--- src/rtl/tlb.sv ---
// Fully-associative TLB for a single requester. Hits return the translation
// combinationally; a miss holds one walker request until it responds, then
// valid translations are filled round-robin and faults are returned uncached.
module tlb #(
  parameter int unsigned ENTRIES = 8
) (
  input  logic        clk,
  input  logic        reset,
  input  logic        lookup_valid,
  input  logic [63:0] lookup_addr,
  output logic        lookup_resp_valid,
  output logic [63:0] lookup_paddr,
  output logic [7:0]  lookup_perms,
  output logic        lookup_fault,
  output logic        mmu_req_valid,
  output logic [63:0] mmu_req_addr,
  input  logic        mmu_resp_valid,
  input  logic [63:0] mmu_resp_addr,
  input  logic [7:0]  mmu_resp_perms,
  input  logic        flush,
  input  logic [63:0] root_pt_addr
);

  localparam int unsigned PtrW = (ENTRIES > 1) ? $clog2(ENTRIES) : 1;

  typedef enum logic [1:0] {
    StIdle,
    StWait,
    StResp
  } state_e;

  state_e              state_q, state_d;
  logic [ENTRIES-1:0]  valid_q, valid_d;
  logic [51:0]         tag_q   [ENTRIES];
  logic [51:0]         ppn_q   [ENTRIES];
  logic [7:0]          perms_q [ENTRIES];
  logic [PtrW-1:0]     repl_ptr_q, repl_ptr_d;
  logic                kill_q, kill_d;
  logic [63:0]         miss_addr_q, miss_addr_d;
  logic [63:0]         root_q;
  logic [51:0]         resp_ppn_q;
  logic [7:0]          resp_perms_q;

  logic                inval;
  logic                fill;
  logic                capture;
  logic                hit;
  logic [51:0]         hit_ppn;
  logic [7:0]          hit_perms;

  // Page-offset bits of the walker address carry no information.
  logic unused_resp_offset;
  assign unused_resp_offset = ^mmu_resp_addr[11:0];

  // A root change is detected against last cycle's root, so it acts like a flush pulse.
  assign inval = flush || (root_pt_addr != root_q);

  // Tag match; tags are unique so OR-combining the matching entry is a mux.
  always_comb begin
    hit       = 1'b0;
    hit_ppn   = '0;
    hit_perms = '0;
    for (int i = 0; i < ENTRIES; i++) begin
      if (valid_q[i] && (tag_q[i] == lookup_addr[63:12])) begin
        hit       = 1'b1;
        hit_ppn   = hit_ppn | ppn_q[i];
        hit_perms = hit_perms | perms_q[i];
      end
    end
  end

  // Next-state, fill decision and requester/walker outputs.
  always_comb begin
    state_d           = state_q;
    miss_addr_d       = miss_addr_q;
    kill_d            = kill_q;
    fill              = 1'b0;
    capture           = 1'b0;
    lookup_resp_valid = 1'b0;
    lookup_paddr      = '0;
    lookup_perms      = '0;
    lookup_fault      = 1'b0;
    mmu_req_valid     = 1'b0;
    mmu_req_addr      = '0;

    unique case (state_q)
      StIdle: begin
        if (lookup_valid) begin
          if (hit) begin
            lookup_resp_valid = 1'b1;
            lookup_paddr      = {hit_ppn, lookup_addr[11:0]};
            lookup_perms      = hit_perms;
          end else begin
            miss_addr_d = lookup_addr;
            state_d     = StWait;
          end
        end
      end
      StWait: begin
        mmu_req_valid = 1'b1;
        mmu_req_addr  = miss_addr_q;
        if (inval) begin
          kill_d = 1'b1;
        end
        if (mmu_resp_valid) begin
          capture = 1'b1;
          state_d = StResp;
          // An invalidation on the same edge also suppresses the fill.
          fill    = mmu_resp_perms[0] && !kill_q && !inval;
        end
      end
      StResp: begin
        state_d = StIdle;
        kill_d  = 1'b0;
        if (lookup_valid && !kill_q && (lookup_addr[63:12] == miss_addr_q[63:12])) begin
          lookup_resp_valid = 1'b1;
          lookup_perms      = resp_perms_q;
          if (resp_perms_q[0]) begin
            lookup_paddr = {resp_ppn_q, lookup_addr[11:0]};
          end else begin
            lookup_fault = 1'b1;
          end
        end
      end
      default: begin
        state_d = StIdle;
      end
    endcase
  end

  // Valid bits and replacement pointer; invalidation overrides a fill.
  always_comb begin
    valid_d    = valid_q;
    repl_ptr_d = repl_ptr_q;
    if (fill) begin
      valid_d[repl_ptr_q] = 1'b1;
      repl_ptr_d          = repl_ptr_q + PtrW'(1);
    end
    if (inval) begin
      valid_d = '0;
    end
  end

  // Control state with synchronous active-low reset.
  always_ff @(posedge clk) begin
    if (!reset) begin
      state_q      <= StIdle;
      valid_q      <= '0;
      repl_ptr_q   <= '0;
      kill_q       <= 1'b0;
      miss_addr_q  <= '0;
      root_q       <= root_pt_addr;
      resp_ppn_q   <= '0;
      resp_perms_q <= '0;
    end else begin
      state_q     <= state_d;
      valid_q     <= valid_d;
      repl_ptr_q  <= repl_ptr_d;
      kill_q      <= kill_d;
      miss_addr_q <= miss_addr_d;
      root_q      <= root_pt_addr;
      if (capture) begin
        resp_ppn_q   <= mmu_resp_addr[63:12];
        resp_perms_q <= mmu_resp_perms;
      end
    end
  end

  // Entry payload; qualified by valid_q so it needs no reset.
  always_ff @(posedge clk) begin
    if (fill) begin
      tag_q[repl_ptr_q]   <= miss_addr_q[63:12];
      ppn_q[repl_ptr_q]   <= mmu_resp_addr[63:12];
      perms_q[repl_ptr_q] <= mmu_resp_perms;
    end
  end

endmodule
--- config.mk ---
export PLATFORM = sky130hd
export DESIGN_NAME = tlb
export DESIGN_NICKNAME = d
export VERILOG_FILES = /design/src/rtl/tlb.sv
export SDC_FILE = /design/constraint.sdc
export NUM_CORES = 2
export LEC_CHECK = 0
export ABC_AREA = 1
export CAP_MARGIN = 30
export CORE_MARGIN = 3
export CORE_UTILIZATION = 61
export CTS_BUF_LIST = sky130_fd_sc_hd__clkbuf_4
export DETAILED_ROUTE_END_ITERATION = 6
export MAX_ROUTING_LAYER = met4
export PLACE_DENSITY = 0.9
export SETUP_SLACK_MARGIN = 0.3
export SLEW_MARGIN = 5
export SYNTH_ARGS = -nofsm -noshare
export SYNTH_HDL_FRONTEND = slang
export SYNTH_SLANG_ARGS = --single-unit
export TNS_END_PERCENT = 30
--- constraint.sdc ---
create_clock -name clk -period 6.15 [get_ports clk]
set_input_delay 1.23 -clock clk [delete_from_list [all_inputs] [get_ports clk]]
set_output_delay 1.23 -clock clk [all_outputs]
set_load 0.02 [all_outputs]
==> metrics.csv <==
stage,metric,value,unit
timing,setup_tns,0,ps
timing,Final setup viols,0,
timing,RSZ-0062 raised after global routing,true,
floorplanning,core area,76080,µm²
place,Final Wtd Congestion,1.037,
critical_path,critical path class,input port to output pin,
synthesis,Mapped Area,47000,µm²
layout,fin util,74.14,%
synthesis,Mean Syn Cell Area,9.604,µm²
power_and_ir_drop,cell leakage power,24.07,nW
route,initial drt markers,6870,
global_route,initial antenna violation count,9,
outcome,status,finished clean,
synthesis,"Seq/Total Area, Yosys",65.85,%
route,WL/cell,25.28,µm
critical_path,critical path data arrival time,4910,ps
route,drt drc,0,
synthesis,"FF+latch count, synth",1098,
critical_path,Critical Path End Type,output pin,
critical_path,Worst path slowest cell,clkdlybuf4s50_1,
synthesis,post-synth cell types,32,
floorplanning,Die Wd,283.6,µm
timing,final slew viol count,0,
synthesis,number of flops mapped to enable cells by yosys,896,
critical_path,CP cell instances,clkdlybuf4s50_1 > inv_1 > buf_4 > nand2_1 > nand2_1 > nor2_1 > nand2_1 > nor2_1 > nand2_1 > nor2_1 > nand2_1 > buf_4 > inv_2 > bufbuf_16 > nand2_1 > nand2_1 > nor2_1 > nand2_1 > nand2_1 > nand2_1 > clkdlybuf4s50_1,
power_and_ir_drop,Pwr Density,280.8,nW/µm²
timing,Tmin final,6140,ps
synthesis,Synth Flop Type,edfxtp_1,
cts,TritonCTS clock tree,built,
cts,H-tree depth,5,
global_route,first-pass GRT wire length,245.6,mm
power_and_ir_drop,Tot Pwr,0.01584,W
synthesis,Post-synth ARST share,0,%
critical_path,CP dominant cell by count,nand2_1,
timing,crit share post-route,99.83,%
cts,clk root buf,clkbuf_4,
cts,CTS Sinks,1098,
global_route,maximum number of pins on one net before global-route repair,83,
layout,# fillers,4869,
route,Pre-antenna DRT Iters,7,
critical_path,CP max FO,19,
global_route,gr ovfl total,0,
floorplanning,area of the die,80410,µm²
cts,CTS Buf Count,296,
floorplanning,# IOs,344,
cts,Worst-Skew Late Latency,1180,ps
layout,share of layout cells above drive strength 1,12.63,%
min_path,Hold WC Path Type,register to register,
cts,maximum root-to-sink buffer count,4,
global_route,number of global-route vias before repair,39770,
timing,Worst-Margin Slew,1006,ps
layout,Syn-to-layout area delta,20.01,%
global_route,Tot GR Track Use,42.62,%
synthesis,Syn Inst Count,4894,
synthesis,Synth area leaders,"edfxtp_1 57%, nand2_1 13%, dfxtp_1 8.6%",
cts,Clock transition at path regs,70,ps
floorplanning,FP Rows,101,
job,maxcap violations,0,
synthesis,"area leader, netlist",edfxtp_1,
cts,CTS Hold Bufs,0,
timing,fin worst setup slack,10.24,ps
timing,Max Fclk,162.9,MHz
timing,final hold violation count,0,
synthesis,Yosys warning total,0,
critical_path,Worst setup SP type,input port,
route,via density per instance,6.065,
route,via count,40970,
route,WL final,170.8,mm
floorplanning,die height,283.6,µm
place,Port Buf Inserts,331,
route,DRT antenna net count,0,
place,"worst slack, placed",85.18,ps
power_and_ir_drop,Peak VDD IR,0.2278,mV
timing,Worst slew margin,32.81,%
synthesis,Syn Nets,5100,
layout,nets@finish,5708,
critical_path,delay of the slowest critical-path stage,610,ps
synthesis,Synth top area share,57.25,%
place,Final HPWL DP,104.1,mm
floorplanning,initial core utilization,61.78,%
timing,Worst Clk Skew,158.9,ps
critical_path,worst path required time,4920,ps
-- worst max-delay path: cells and delay by family --
family	cells	cell delay [ps]
buf+inv	7	2160
simple gates	14	1530
-- worst paths after layout --
path | from | cells after the start | slack (ps) | endpoint
worst max register to register | root_q[37] | 13 | 2500 | tag_q[5][20]
worst max-delay path | lookup_addr[40] | 21 | 10 | lookup_paddr[24]
worst min-delay path | valid_q[2] | 2 | 470 | valid_q[2]
worst min register to register | valid_q[2] | 2 | 470 | valid_q[2]
-- layer usage --
metal  share of wire (%)  GRT usage [%]  wire length, µm  vias up
li1                    -              -                -    17320
met1                  32          51.05            54980    18630
met2                  45          65.03            77400     4045
met3                  15          10.78            25130      981
met4                 7.8          26.84            13280        0
met5                   0              -                0        -
-- flip-flops by register name (all words and copies together) (netlist names) --
name	count
resp_ppn_q	52
kill_q	1
root_q	64
ppn_q	416
tag_q	416
miss_addr_q	64
resp_perms_q	8
perms_q	64
valid_q	8
state_q	2
repl_ptr_q	3
-- final cells by class --
cell class / instances / area [µm²] / share of cell area (%)
sequential: 1098 / 30950 / 54.87
multi-input combinational: 3199 / 13730 / 24.34
timing repair buffer: 518 / 5233 / 9.277
clock buffer: 439 / 3296 / 5.843
inverter: 389 / 1513 / 2.682
tap: 1030 / 1289 / 2.285
clock inverter: 73 / 372.9 / 0.6610
antenna: 9 / 22.52 / 0.03993
-- metrics by stage --
stage	std cells	area, µm²	hold slack, ps
4_1_cts	6743	56290	468.7
3_5_place_dp	6226	52550	455.8
3_3_place_gp	6226	52550	443.2
2_1_floorplan	4894	47000	426.5
5_1_grt	6755	56410	504.0
6_report	6755	56410	468.2
-- report_power, final --
group,internal (W),switching [W]
sequential,0.00813,0.000160
combinational,0.000346,0.000647
clock,0.00339,0.00316
-- kinds of logic after synthesis --
family	count (synthesis)	share of synthesized area [%]
buf+inv	597	5.106
xor+xnor	120	2.236
compound gates	316	3.597
flops	1098	65.85
simple gates	2762	23.18
fa+ha+maj	1	0.02662
-- synthesized netlist by cell type (2+ instances only) --
cell and number:
clkbuf_1 113, dfxtp_1 202, buf_1 6, a21oi_1 21, nand2_1 1642, or2_2 10
buf_6 2, nor2_1 744, buf_4 14, o22ai_1 55, nor3_1 5, nor4_1 2
o21ai_1 21, buf_2 73, inv_2 30, nand3_1 327, a21boi_0 12, edfxtp_1 896
nor2_2 10, inv_1 354, nand4_1 19, clkinv_1 5, xnor2_1 46, o21ai_0 204
xor2_1 74
-- layout by cell type (no fill, tap or decap), types with 19 or more instances in the layout --
cell	instances
clkbuf_4	439
o21ai_0	204
dfxtp_1	202
o22ai_1	55
xnor2_1	45
nand3_1	327
buf_4	149
buf_12	35
edfxtp_1	896
nand4_1	19
nand2_1	1642
xor2_1	74
dlygate4sd2_1	21
inv_2	43
clkdlybuf4s50_1	292
a21oi_1	21
nor2_1	740
inv_1	342
o21ai_1	21
clkinv_1	52
-- repair_timing --
| action | CTS | global route |
|---|---|---|
| gates cloned | 1 | 2 |
| setup endpoints to repair | 63 | 73 |
| pin swaps | 0 | 1 |
| buffers inserted | 4 | 1 |
| gates resized for setup | 28 | 20 |
No activity file was read; power rests on OpenSTA's default activity.
